$ cat config.mk
export PLATFORM = sky130hd
export DESIGN_NAME = mesh_ctrl_flat
export DESIGN_NICKNAME = d
export VERILOG_FILES = /design/src/rtl/mesh_ctrl_pkg.sv /design/src/rtl/mesh_ctrl_if.sv /design/src/rtl/mesh_ctrl_skew_strobe.sv /design/src/rtl/mesh_ctrl.sv /design/src/flat_wrapper.sv
export SDC_FILE = /design/constraint.sdc
export NUM_CORES = 1
export LEC_CHECK = 0
export CELL_PAD_IN_SITES_DETAIL_PLACEMENT = 1
export CELL_PAD_IN_SITES_GLOBAL_PLACEMENT = 2
export CORE_MARGIN = 2
export CORE_UTILIZATION = 30
export DETAILED_ROUTE_END_ITERATION = 10
export PLACE_DENSITY = 0.9
export SYNTH_ARGS = -nofsm -noshare
export SYNTH_HDL_FRONTEND = slang
export SYNTH_HIERARCHICAL = 1
export SYNTH_SLANG_ARGS = --single-unit
$ cat constraint.sdc
create_clock -name clk -period 2.95 [get_ports clk]
set_input_delay 0.885 -clock clk [delete_from_list [all_inputs] [get_ports clk]]
set_output_delay 0.885 -clock clk [all_outputs]
set_load 0.05 [all_outputs]
$ cat src/rtl/mesh_ctrl_pkg.sv
`default_nettype none
// ============================================================================
//  Module   : mesh_pkg
//  Purpose  : Shared types and timing constants for the mesh sequencer.
//             The state enum is also used by the mesh testbench monitor.
//  Options  : MESH_CTRL_COPY_EN adds the COPY state.
//  Revision : 1.0  initial release
// ============================================================================
package mesh_pkg;

  localparam int IDX_WIDTH_FOR_NODES = 6;
  localparam int NUM_NODES           = 2 ** IDX_WIDTH_FOR_NODES;
  localparam int RD_LAT              = 1;
  localparam int NODE_LAT            = 3;
  localparam int WAIT_CYC            = NUM_NODES + RD_LAT + NODE_LAT;

  typedef enum logic [2:0] {
    S_IDLE  = 3'd0,
    S_FEED  = 3'd1,
    S_WAIT  = 3'd2,
    S_DRAIN = 3'd3,
    S_SWAP  = 3'd4,
    S_DONE  = 3'd5
`ifdef MESH_CTRL_COPY_EN
    , S_COPY = 3'd6
`endif
  } state_t;

  // Tail after the last feed column: last node's skew plus read and MAC latency.
  function automatic int wait_cycles(input int num_nodes, input int rd_lat, input int node_lat);
    return num_nodes + rd_lat + node_lat;
  endfunction

endpackage
`default_nettype wire

$ cat src/rtl/mesh_ctrl_if.sv
`default_nettype none
// ============================================================================
//  Module   : mesh_ctrl_if
//  Purpose  : Command, BRAM and mesh-select bundle of the mesh sequencer.
//             master = sequencer side, slave = command source / mesh side.
//  Options  : MESH_CTRL_COPY_EN adds the copy command bit.
//  Revision : 1.0  initial release
// ============================================================================
interface mesh_ctrl_if #(
  parameter int IDX_WIDTH_FOR_NODES = 6,
  parameter int ADDR_W              = 10
);
  localparam int NUM_NODES = 2 ** IDX_WIDTH_FOR_NODES;

  logic                           start;
  logic [ADDR_W-1:0]              vec_len;
  logic [7:0]                     n_iter;
  logic                           use_init;
`ifdef MESH_CTRL_COPY_EN
  logic                           copy;
`endif
  logic                           busy;
  logic                           done;
  logic                           mbram_en;
  logic [ADDR_W-1:0]              mbram_addr;
  logic [ADDR_W-1:0]              vbram0_addr;
  logic                           vbram0_we;
  logic [ADDR_W-1:0]              vbram1_addr;
  logic                           vbram1_we;
  logic [1:0]                     asel;
  logic [NUM_NODES-1:0]           csels;
  logic [IDX_WIDTH_FOR_NODES-1:0] ressel;
  logic [1:0]                     dinsel;

  modport master (
    input  start, vec_len, n_iter, use_init,
`ifdef MESH_CTRL_COPY_EN
    input  copy,
`endif
    output busy, done, mbram_en, mbram_addr, vbram0_addr, vbram0_we,
           vbram1_addr, vbram1_we, asel, csels, ressel, dinsel
  );

  modport slave (
    output start, vec_len, n_iter, use_init,
`ifdef MESH_CTRL_COPY_EN
    output copy,
`endif
    input  busy, done, mbram_en, mbram_addr, vbram0_addr, vbram0_we,
           vbram1_addr, vbram1_we, asel, csels, ressel, dinsel
  );
endinterface
`default_nettype wire

$ cat src/rtl/mesh_ctrl_skew_strobe.sv
`default_nettype none
// ============================================================================
//  Module   : skew_strobe
//  Purpose  : Per-node start-of-accumulation strobes. A seed pulse at FEED
//             entry walks a shift register; tap i fires RD_LAT + i cycles
//             later, matching node i's i-cycle input skew.
//  Revision : 1.0  initial release
// ============================================================================
module skew_strobe #(
  parameter int NUM_NODES = 64,
  parameter int RD_LAT    = 1
) (
  input  wire logic                 clk,
  input  wire logic                 rstn,
  input  wire logic                 seed,
  output logic [NUM_NODES-1:0]      csels
);
  // RD_LAT-1 leading stages absorb the BRAM read latency before node 0's tap.
  localparam int c_LEN = NUM_NODES + RD_LAT - 1;

  logic [c_LEN-1:0] r_sr;

  // Shift the seed along; an async reset drops any strobe in flight.
  always_ff @(posedge clk or negedge rstn) begin
    if (!rstn) r_sr <= '0;
    else       r_sr <= {r_sr[c_LEN-2:0], seed};
  end

  assign csels = r_sr[RD_LAT-1 +: NUM_NODES];
endmodule
`default_nettype wire

$ cat src/rtl/mesh_ctrl.sv
`default_nettype none
// ============================================================================
//  Module   : mesh_ctrl
//  Purpose  : Sequencer for the systolic matrix-vector mesh. Runs n_iter
//             chained y = M*x passes, ping-ponging between vbram0/vbram1.
//  Options  : MESH_CTRL_COPY_EN adds a vbram0 -> vbram1 copy command.
//  Revision : 1.0  initial release
// ============================================================================
module mesh_ctrl
  import mesh_pkg::*;
#(
  parameter int IDX_WIDTH_FOR_NODES = 6,
  parameter int NUM_NODES           = 2 ** IDX_WIDTH_FOR_NODES,
  parameter int ADDR_W              = 10,
  parameter int RD_LAT              = 1,
  parameter int NODE_LAT            = 3
) (
  input  wire logic   clk,
  input  wire logic   rstn,
  mesh_ctrl_if.master bus
);
  localparam int c_WAIT_CYC = wait_cycles(NUM_NODES, RD_LAT, NODE_LAT);
  // One counter serves FEED columns, WAIT cycles, DRAIN rows and COPY steps.
  localparam int c_CNT_W = ((ADDR_W > IDX_WIDTH_FOR_NODES + 2) ? ADDR_W : IDX_WIDTH_FOR_NODES + 2) + 1;

  state_t                         r_state, w_state_nxt;
  logic [c_CNT_W-1:0]             r_cnt, w_cnt_nxt;
  logic [7:0]                     r_pass, w_pass_nxt;
  logic [ADDR_W-1:0]              r_len;
  logic [7:0]                     r_niter;
  logic                           r_init;

  logic                           w_src;
  logic                           w_seed;
  logic                           w_busy, w_done, w_men, w_we0, w_we1;
  logic [ADDR_W-1:0]              w_maddr, w_addr0, w_addr1;
  logic [1:0]                     w_asel, w_dinsel;
  logic [IDX_WIDTH_FOR_NODES-1:0] w_ressel;
  logic                           w_copy;

`ifdef MESH_CTRL_COPY_EN
  assign w_copy = bus.copy;
`else
  assign w_copy = 1'b0;
`endif

  assign w_src = r_pass[0];

  // Latch the command on an accepted start so input changes mid-run are harmless.
  always_ff @(posedge clk or negedge rstn) begin
    if (!rstn) begin
      r_len   <= '0;
      r_niter <= '0;
      r_init  <= 1'b0;
    end else if (r_state == S_IDLE && bus.start) begin
      r_len   <= bus.vec_len;
      r_niter <= bus.n_iter;
      r_init  <= bus.use_init;
    end
  end

  // State, step counter and pass index registers.
  always_ff @(posedge clk or negedge rstn) begin
    if (!rstn) begin
      r_state <= S_IDLE;
      r_cnt   <= '0;
      r_pass  <= '0;
    end else begin
      r_state <= w_state_nxt;
      r_cnt   <= w_cnt_nxt;
      r_pass  <= w_pass_nxt;
    end
  end

  // Next-state logic and per-state BRAM / mesh control outputs.
  always_comb begin
    w_state_nxt = r_state;
    w_cnt_nxt   = r_cnt;
    w_pass_nxt  = r_pass;
    w_seed      = 1'b0;
    w_busy      = 1'b1;
    w_done      = 1'b0;
    w_men       = 1'b0;
    w_maddr     = '0;
    w_addr0     = '0;
    w_we0       = 1'b0;
    w_addr1     = '0;
    w_we1       = 1'b0;
    w_asel      = 2'b00;
    w_ressel    = '0;
    w_dinsel    = 2'b00;
    case (r_state)
      S_IDLE: begin
        w_busy = 1'b0;
        if (bus.start) begin
          w_cnt_nxt  = '0;
          w_pass_nxt = '0;
          if (bus.vec_len == '0)                 w_state_nxt = S_DONE;
`ifdef MESH_CTRL_COPY_EN
          else if (w_copy)                       w_state_nxt = S_COPY;
`endif
          else if (bus.n_iter == 8'd0 || w_copy) w_state_nxt = S_DONE;
          else                                   w_state_nxt = S_FEED;
        end
      end
      S_FEED: begin
        w_men   = 1'b1;
        w_maddr = r_cnt[ADDR_W-1:0];
        w_asel  = {r_init && (r_pass == 8'd0), w_src};
        w_seed  = (r_cnt == '0);
        if (w_src) w_addr1 = r_cnt[ADDR_W-1:0];
        else       w_addr0 = r_cnt[ADDR_W-1:0];
        if (r_cnt == c_CNT_W'(r_len) - c_CNT_W'(1)) begin
          w_state_nxt = S_WAIT;
          w_cnt_nxt   = '0;
        end else begin
          w_cnt_nxt   = r_cnt + c_CNT_W'(1);
        end
      end
      S_WAIT: begin
        w_asel = {r_init && (r_pass == 8'd0), w_src};
        if (r_cnt == c_CNT_W'(c_WAIT_CYC - 1)) begin
          w_state_nxt = S_DRAIN;
          w_cnt_nxt   = '0;
        end else begin
          w_cnt_nxt   = r_cnt + c_CNT_W'(1);
        end
      end
      S_DRAIN: begin
        // res_selected follows ressel on the falling edge, so ressel and we share a cycle.
        w_asel   = {r_init && (r_pass == 8'd0), w_src};
        w_ressel = r_cnt[IDX_WIDTH_FOR_NODES-1:0];
        if (w_src) begin
          w_addr0 = r_cnt[ADDR_W-1:0];
          w_we0   = 1'b1;
        end else begin
          w_addr1 = r_cnt[ADDR_W-1:0];
          w_we1   = 1'b1;
        end
        if (r_cnt == c_CNT_W'(NUM_NODES - 1)) begin
          w_state_nxt = S_SWAP;
          w_cnt_nxt   = '0;
        end else begin
          w_cnt_nxt   = r_cnt + c_CNT_W'(1);
        end
      end
      S_SWAP: begin
        w_pass_nxt = r_pass + 8'd1;
        if (({1'b0, r_pass} + 9'd1) < {1'b0, r_niter}) w_state_nxt = S_FEED;
        else                                           w_state_nxt = S_DONE;
      end
      S_DONE: begin
        w_busy      = 1'b0;
        w_done      = 1'b1;
        w_state_nxt = S_IDLE;
      end
`ifdef MESH_CTRL_COPY_EN
      S_COPY: begin
        // Read address leads the write address by the BRAM read latency.
        w_dinsel = 2'b10;
        w_addr0  = r_cnt[ADDR_W-1:0];
        if (r_cnt >= c_CNT_W'(RD_LAT)) begin
          w_we1   = 1'b1;
          w_addr1 = ADDR_W'(r_cnt - c_CNT_W'(RD_LAT));
        end
        if (r_cnt == c_CNT_W'(r_len) + c_CNT_W'(RD_LAT - 1)) begin
          w_state_nxt = S_DONE;
          w_cnt_nxt   = '0;
        end else begin
          w_cnt_nxt   = r_cnt + c_CNT_W'(1);
        end
      end
`endif
      default: begin
        w_busy      = 1'b0;
        w_state_nxt = S_IDLE;
      end
    endcase
  end

  skew_strobe #(
    .NUM_NODES (NUM_NODES),
    .RD_LAT    (RD_LAT)
  ) u_skew (
    .clk   (clk),
    .rstn  (rstn),
    .seed  (w_seed),
    .csels (bus.csels)
  );

  assign bus.busy        = w_busy;
  assign bus.done        = w_done;
  assign bus.mbram_en    = w_men;
  assign bus.mbram_addr  = w_maddr;
  assign bus.vbram0_addr = w_addr0;
  assign bus.vbram0_we   = w_we0;
  assign bus.vbram1_addr = w_addr1;
  assign bus.vbram1_we   = w_we1;
  assign bus.asel        = w_asel;
  assign bus.ressel      = w_ressel;
`ifdef MESH_CTRL_COPY_EN
  assign bus.dinsel      = w_dinsel;
`else
  assign bus.dinsel      = 2'b00;
`endif
endmodule
`default_nettype wire

$ cat src/flat_wrapper.sv
// flat-port wrapper written by rule: the top's interface ports become plain ports
module mesh_ctrl_flat import mesh_pkg::*;
#(
  parameter int IDX_WIDTH_FOR_NODES = 6,
  parameter int NUM_NODES           = 2 ** IDX_WIDTH_FOR_NODES,
  parameter int ADDR_W              = 10,
  parameter int RD_LAT              = 1,
  parameter int NODE_LAT            = 3
)
  (clk, rstn, bus_start, bus_vec_len, bus_n_iter, bus_use_init, bus_busy, bus_done, bus_mbram_en, bus_mbram_addr, bus_vbram0_addr, bus_vbram0_we, bus_vbram1_addr, bus_vbram1_we, bus_asel, bus_csels, bus_ressel, bus_dinsel);
  mesh_ctrl_if #(.IDX_WIDTH_FOR_NODES(IDX_WIDTH_FOR_NODES), .ADDR_W(ADDR_W)) bus_i ();
  input  wire logic clk;
  input  wire logic rstn;
  input wire logic [$bits(bus_i.start)-1:0] bus_start;
  input wire logic [$bits(bus_i.vec_len)-1:0] bus_vec_len;
  input wire logic [$bits(bus_i.n_iter)-1:0] bus_n_iter;
  input wire logic [$bits(bus_i.use_init)-1:0] bus_use_init;
  output wire logic [$bits(bus_i.busy)-1:0] bus_busy;
  output wire logic [$bits(bus_i.done)-1:0] bus_done;
  output wire logic [$bits(bus_i.mbram_en)-1:0] bus_mbram_en;
  output wire logic [$bits(bus_i.mbram_addr)-1:0] bus_mbram_addr;
  output wire logic [$bits(bus_i.vbram0_addr)-1:0] bus_vbram0_addr;
  output wire logic [$bits(bus_i.vbram0_we)-1:0] bus_vbram0_we;
  output wire logic [$bits(bus_i.vbram1_addr)-1:0] bus_vbram1_addr;
  output wire logic [$bits(bus_i.vbram1_we)-1:0] bus_vbram1_we;
  output wire logic [$bits(bus_i.asel)-1:0] bus_asel;
  output wire logic [$bits(bus_i.csels)-1:0] bus_csels;
  output wire logic [$bits(bus_i.ressel)-1:0] bus_ressel;
  output wire logic [$bits(bus_i.dinsel)-1:0] bus_dinsel;
  assign bus_i.start = bus_start;
  assign bus_i.vec_len = bus_vec_len;
  assign bus_i.n_iter = bus_n_iter;
  assign bus_i.use_init = bus_use_init;
  assign bus_busy = bus_i.busy;
  assign bus_done = bus_i.done;
  assign bus_mbram_en = bus_i.mbram_en;
  assign bus_mbram_addr = bus_i.mbram_addr;
  assign bus_vbram0_addr = bus_i.vbram0_addr;
  assign bus_vbram0_we = bus_i.vbram0_we;
  assign bus_vbram1_addr = bus_i.vbram1_addr;
  assign bus_vbram1_we = bus_i.vbram1_we;
  assign bus_asel = bus_i.asel;
  assign bus_csels = bus_i.csels;
  assign bus_ressel = bus_i.ressel;
  assign bus_dinsel = bus_i.dinsel;
  mesh_ctrl #(.IDX_WIDTH_FOR_NODES(IDX_WIDTH_FOR_NODES), .NUM_NODES(NUM_NODES), .ADDR_W(ADDR_W), .RD_LAT(RD_LAT), .NODE_LAT(NODE_LAT)) u_core (.clk(clk), .rstn(rstn), .bus(bus_i));
endmodule
==> results.txt, run 1 <==
Run status = completed
Internal power of the cells = 3.92 mW
Die Wd = 127 µm
Cell taking the most area after synthesis = dfrtp_1
Core box area = 14600 µm²
Starting density of the core = 30.9%
Die area = 16000 µm²
Final non-filler cell total = 722
Antenna violations before repair = 0
Top cell type's share of synthesized area = 58.3%
Die span in y = 127 µm
Iter 0 DRT Violations = 158
Pins over their slew limit = 0
Sequential area share after synthesis = 58.3%
Power share of the sequential group = 30.3%
RSZ-0062 raised after global routing = yes
Gp weighted congestion = 0.793
Drt drc = 0
Smallest setup slack after layout = 0.0189 ns
Final global-route overflow total = 0
Clk pwr share = 19.2%
Worst-path fanout max = 10
Cell Area, Synth = 4500 µm²
Comb power frac = 50.5%
Proportion of synthesized flip-flops having asynchronous set or reset = 100%
Launch point of the critical path = u_core/r_state[1]
Cell Count Post-Placement = 706
Clock latency of the later-clocked register in the worst-skew pair = 0.35 ns
EDFF count, synth = 0
Critical path data arrival time = 2.05 ns
Power dissipated by switching net loads = 2.91 mW
RR Endpoint = u_core/r_cnt[5]
Clock tree from TritonCTS = built
Clock root buffer master = clkbuf_16
Share of the clock period used by the worst path after layout = 99.4%
Endpoint of the worst setup timing path = bus_vbram1_addr[3]
CTS sink count = 105
Syn avg cell area = 11.2 µm²
Area overhead of the layout relative to synthesis = 50.3%
Slew @ Worst Pin = 0.641 ns
Number of vias per cell = 4.95
Total half-perimeter wirelength after legalization and detailed placement = 9710 µm
Worst min-delay path category = reg2reg
Kind of launch point of the worst setup path = flip-flop
Worst Reg2Reg Path Length in Cells = 9
Final clock skew = 0.00694 ns
Number of rows created at floorplan = 44
Number of hold-slack violations in the final timing report = 0
Combined global-route utilization of all metal layers = 16.9%
Required time at the endpoint of the critical path = 2.07 ns
Wire length per cell = 18.3 µm
Critical path capture point type = output pin
Maximum number of buffers from clock root to sink = 2
Yosys cell types = 57
Power density over the cells = 1010 nW/µm²
CTS HTree Levels = 3
Maximum number of pins on one net before global-route repair = 52
Peak per-stage delay on the critical path = 0.50 ns
Cell types occupying the most area after synthesis = dfrtp_1 58%, and2_1 3.9%, ha_1 3.3%, nand2_1 2.8%, mux2_2 2.8%
Hold bufs inserted after CTS = 0
Kind of cell adding the most delay to the critical path = simple AND/OR/NAND/NOR gates
Filler Cells Inserted = 1507
Slowest cell on the critical path = or3b_2
Peak supply drop = 651 µV
Most common cell after layout, fill and taps aside = dfrtp_1
Fraction of final layout cells with drive strength greater than 1 = 21.4%
Leak pwr = 3.04 nW
Worst slew slack as a fraction of its limit = 57.0%
Total iterations of the first detailed-routing run = 4
Count of inserted antenna diode cells = 0
Gate count of the mapped netlist = 403
Critical path type = reg2out
Chain of cells forming the critical path = or3b_2, clkinv_1, a21o_2, and2_2, buf_12
IO Pins = 131
Post-Route WL = 13200 µm
Worst setup slack after placement = 0.276 ns
Top library cells by usage in the layout, fill and taps aside = 105 x dfrtp_1, 84 x clkdlybuf4s50_1, 42 x buf_12
Vias in the first global route = 3827
Setup slack of the worst register-to-register path = 0.39 ns
Post-layout net count = 567
Startpoint of the worst-slack reg-to-reg timing path = u_core/r_len[0]
Vias = 3572
Post-route minimum period = 2.93 ns
Commonest register cell after synthesis = dfrtp_1
Switching part of the total = 42.6%
MaxCap Viol Count = 0
Clock slew at reported path FFs = 0.08 ns
Wire length of the first global-routing pass = 21300 µm
Flip-flop and latch count after synthesis = 105
Tot Pwr = 6.83 mW
Utilization after layout = 46.4%
Total number of yosys warnings = 6
Critical Path Stages = 5
Sum of buffers and inverters on the critical path = 2
FMAX = 0.341 GHz
Cts bufs inserted = 9
Setup violations, final = 0
Detail Route Antenna Nets = 0
Number of I/O port buffers = 128
[metal layers]
layer / track usage (%) / routed length [µm]
met1: 21.7 / 5800
met2: 28.6 / 6590
met3: 3.33 / 545
met4: 6.08 / 299
met5: 0 / 0
[cell type report]
cell class	count	area, µm²	area share (%)
sequential	105	2630	38.8
timing repair buffer	139	1780	26.3
multi-input combinational	260	1740	25.7
tap	184	230	3.40
clock buffer	9	225	3.33
clock inverter	7	101	1.50
inverter	18	67.6	0.998
[registers in the layout, indices dropped and copies added (netlist names)]
| signal | count |
|---|---|
| u_core/r_pass | 8 |
| u_core/r_niter | 8 |
| u_core/r_cnt | 11 |
| u_core/u_skew/csels | 64 |
| u_core/r_state | 3 |
| u_core/r_init | 1 |
| u_core/r_len | 10 |
[metrics by stage]
step	hold WS (ns)	instance area (µm²)	setup TNS [ns]
floorplan	0.475	4540	0
global placement	0.356	6440	0
detailed placement	0.362	6440	0
CTS	0.378	6770	-0.00445
global route	0.387	6770	-1.31
finish	0.377	6770	0
[what timing repair did]
| item | 4_1_cts | 5_1_grt |
|---|---|---|
| pin swaps | 0 | 0 |
| setup buffers | 0 | 0 |
| cloned | 0 | 0 |
| resized for setup | 2 | 0 |
| endpoints found under the setup margin | 20 | 20 |
[synthesized netlist by cell type (all sizes together) (3+ instances only)]
library cell / number
o21ai: 23
mux2: 11
inv: 17
o221ai: 6
a31oi: 4
buf: 10
xnor2: 12
and2: 28
a32o: 5
dfrtp: 105
ha: 12
or4: 3
xor2: 10
nor2b: 5
a21o: 4
clkbuf: 11
nand3: 11
nand4: 4
nor3: 7
o2111ai: 3
nor2: 32
and3: 3
a21oi: 8
nand2: 35
nand2b: 3
nor4: 5
[logic make-up (layout without fill, tap and decap cells)]
group                    count (synthesis)  count (layout)  synth area share (%)
AND/OR/NAND/NOR                        147             147                  16.9
multiplexers                            11              11                  2.75
XOR/XNOR                                22              22                  4.28
buffers and inverters                   39             173                  4.00
other                                    1               2                0.0833
adder cells (fa/ha/maj)                 12              12                  3.33
flip-flops                             105             105                  58.3
AO/OA/AOI/OAI                           66              66                  10.3
[power by group through the flow]
stage | Clock [mW] | Combinational (mW) | Sequential [mW]
2_1_floorplan | 0 | 1.95 | 2.06
3_3_place_gp | 0 | 3.35 | 2.07
3_5_place_dp | 0 | 3.45 | 2.10
4_1_cts | 1.35 | 3.47 | 2.07
5_1_grt | 1.41 | 3.66 | 2.12
6_report | 1.31 | 3.45 | 2.07
[worst min-delay path by stage]
stage / startpoint / end / cells past startpoint
5_1_grt: u_core/u_skew/csels[46] / u_core/u_skew/csels[47] / 0
6_report: u_core/u_skew/csels[62] / u_core/u_skew/csels[63] / 0
4_1_cts: u_core/u_skew/csels[31] / u_core/u_skew/csels[32] / 0
3_5_place_dp: u_core/u_skew/csels[37] / u_core/u_skew/csels[38] / 0
3_3_place_gp: u_core/u_skew/csels[2] / u_core/u_skew/csels[3] / 0
2_1_floorplan: u_core/r_niter[0] / u_core/r_niter[0] / 1
Power figures use the tool's default switching activity.
==> inputs of run 2 (changes only) <==
--- a/config.mk
+++ b/config.mk
@@ -11,2 +11,3 @@
 export CORE_UTILIZATION = 30
+export CTS_CLUSTER_DIAMETER = 60
 export DETAILED_ROUTE_END_ITERATION = 10
--- a/constraint.sdc
+++ b/constraint.sdc
@@ -3,2 +3,2 @@
 set_output_delay 0.885 -clock clk [all_outputs]
-set_load 0.05 [all_outputs]
+set_load 0.1 [all_outputs]
==> run 2 against run 1 <==
Sequential power is essentially flat; cell area shrank 1.9%; die area is the same; clock skew grew 0.00068 ns; setup slack gained 0.078 ns; register-to-register slack gained 0.06 ns; total power grew 13%; combinational power grew 28%; critical path depth is the same; maximum frequency grew 2.7%; sequential share of layout area grew 0.82 points; flip-flop and latch count is the same; critical path type unchanged; largest cell class unchanged; largest power group unchanged; highest routed layer unchanged.
==> results.txt, run 2 (synthesized netlist as in run 1, its figures left out) <==
Run status = completed (unchanged)
Number of flip-flops in the largest register = 64 (unchanged)
Critical path type = reg2out (unchanged)
Post-route minimum period = 2.85 ns (was 2.93 ns)
Vias = 3539 (was 3572)
Fraction of final layout cells with drive strength greater than 1 = 32.5% (was 21.4%)
Peak supply drop = 1060 µV (was 651 µV)
Sum of buffers and inverters on the critical path = 2 (unchanged)
Vias in the first global route = 3799 (was 3827)
Clock latency of the later-clocked register in the worst-skew pair = 0.35 ns (about the same)
Iter 0 DRT Violations = 149 (was 158)
Most common cell after layout, fill and taps aside = dfrtp_1 (unchanged)
Post-layout net count = 567 (unchanged)
FMAX = 0.350 GHz (was 0.341 GHz)
Worst min-delay path category = reg2reg (unchanged)
Core box area = 14600 µm² (unchanged)
Kind of launch point of the worst setup path = flip-flop (unchanged)
Slew @ Worst Pin = 0.629 ns (was 0.641 ns)
Cts bufs inserted = 9 (unchanged)
Worst-path fanout max = 10 (unchanged)
Count of inserted antenna diode cells = 0 (unchanged)
Hold bufs inserted after CTS = 0 (unchanged)
CTS sink count = 105 (unchanged)
Maximum number of buffers from clock root to sink = 2 (unchanged)
Area overhead of the layout relative to synthesis = 47.4% (was 50.3%)
Die area = 16000 µm² (unchanged)
MaxCap Viol Count = 0 (unchanged)
Top library cells by usage in the layout, fill and taps aside = 102 x dfrtp_1, 76 x buf_4, 43 x buf_12 (was 105 x dfrtp_1, 84 x clkdlybuf4s50_1, 42 x buf_12)
Wire length of the first global-routing pass = 20900 µm (was 21300 µm)
Clock slew at reported path FFs = 0.07 ns (was 0.08 ns)
Setup violations, final = 0 (unchanged)
RSZ-0062 raised after global routing = no (was yes)
Peak per-stage delay on the critical path = 0.51 ns (was 0.50 ns)
Number of rows created at floorplan = 44 (unchanged)
Share of the clock period used by the worst path after layout = 96.7% (was 99.4%)
Final TNS setup = 0 ns (unchanged)
Number of I/O port buffers = 128 (unchanged)
Critical path data arrival time = 1.97 ns (was 2.05 ns)
Drt drc = 0 (unchanged)
Clock tree from TritonCTS = built (unchanged)
Gp weighted congestion = 0.804 (was 0.793)
Critical path capture point type = output pin (unchanged)
Die Wd = 127 µm (unchanged)
Combined global-route utilization of all metal layers = 16.4% (was 16.9%)
Number of hold-slack violations in the final timing report = 0 (unchanged)
Post-Route WL = 12700 µm (was 13200 µm)
CTS HTree Levels = 3 (unchanged)
Final clock skew = 0.00762 ns (was 0.00694 ns)
Die span in y = 127 µm (unchanged)
Power density over the cells = 1160 nW/µm² (was 1010 nW/µm²)
Starting density of the core = 30.9% (unchanged)
Worst slew slack as a fraction of its limit = 57.8% (was 57.0%)
Total placed instance area = 6290 µm² (was 6440 µm²)
Clock root buffer master = clkbuf_16 (unchanged)
Antenna violations before repair = 0 (unchanged)
Total iterations of the first detailed-routing run = 4 (unchanged)
Detail Route Antenna Nets = 0 (unchanged)
Total half-perimeter wirelength after legalization and detailed placement = 9500 µm (was 9710 µm)
Final cell area excluding filler cells = 6640 µm² (was 6770 µm²)
Wire length per cell = 17.6 µm (was 18.3 µm)
Kind of cell adding the most delay to the critical path = simple AND/OR/NAND/NOR gates (unchanged)
Required time at the endpoint of the critical path = 2.07 ns (about the same)
Chain of cells forming the critical path = or3b_2, clkinv_4, a21o_4, and2_1, buf_12 (was or3b_2, clkinv_1, a21o_2, and2_2, buf_12)
Maximum number of pins on one net before global-route repair = 42 (was 52)
IO Pins = 131 (unchanged)
Final global-route overflow total = 0 (unchanged)
Number of vias per cell = 4.90 (was 4.95)
Pins over their slew limit = 0 (unchanged)
Slowest cell on the critical path = or3b_2 (unchanged)
Leak pwr = 3.14 nW (was 3.04 nW)
==> run 2: cell types whose count changed in the layout (fill, tap and decap cells not counted), sizes merged <==
cell,delta
buf,+64
bufinv,-1
clkbuf,+2
clkdlybuf4s50,-64
clkinv,-1
clkinvlp,+1
inv,-1
==> run 2: where the power goes <==
group | total, mW | switching (mW) | internal [mW]
clock network | 1.20 | 0.537 | 0.666
registers | 2.08 | 0.383 | 1.70
logic | 4.43 | 2.93 | 1.50
==> run 2: what timing repair did <==
action | CTS | global route
buffers inserted | 0 | 2
gates resized for setup | 6 | 4
hold endpoints to repair | 0 | 0
setup endpoints to repair | 20 | 20
==> run 2: metal layers <==
layer / track usage [%] / vias up / wire, µm
met5: 0 / - / 0
met4: 5.37 / 0 / 225
met3: 2.83 / 14 / 627
met1: 21.1 / 1784 / 5530
li1: - / 1642 / -
met2: 27.9 / 99 / 6320
==> run 2: worst paths after layout <==
kind                                    startpoint                      end  slack, ns  cells past startpoint
setup / recovery                 u_core/r_state[2]       bus_vbram1_addr[2]        0.1                      5
hold / removal             u_core/u_skew/csels[34]  u_core/u_skew/csels[35]       0.37                      0
setup reg to reg                   u_core/r_len[0]          u_core/r_cnt[2]       0.45                      9
hold reg to reg            u_core/u_skew/csels[34]  u_core/u_skew/csels[35]       0.37                      0
max in group asynchronous                     rstn        u_core/r_state[2]       1.65                      2
min in group asynchronous                     rstn  u_core/u_skew/csels[31]       0.50                      1
==> run 2: final cells by class <==
class | count | area [µm²]
clock inverter | 5 | 65.1
clock buffer | 11 | 233
fill | 1542 | 7950
inverter | 18 | 72.6
timing repair buffer | 139 | 1630
multi-input combinational | 260 | 1770
tap | 184 | 230
sequential | 105 | 2630
==> run 2: worst reg2reg max path: cells and delay by family, from the launching register on <==
family / cells / cell delay, ns
buffers and inverters: 1 / 0.08
flip-flops: 1 / 0.42
AO/OA/AOI/OAI: 4 / 0.81
AND/OR/NAND/NOR: 3 / 0.83
adder cells (fa/ha/maj): 1 / 0.22
==> run 2: metrics by stage <==
stage	hold slack (ns)	setup WS [ns]	cells	util, %	power [mW]
final	0.375	0.0965	722	45.5	7.72
after global routing	0.389	0.0296	722	45.5	8.07
after CTS	0.378	0.0172	720	45.3	7.77
after detailed placement	0.361	0.175	704	43.1	6.51
after global placement	0.362	0.198	704	43.1	6.42
after floorplan	0.475	-0.615	404	-	5.00
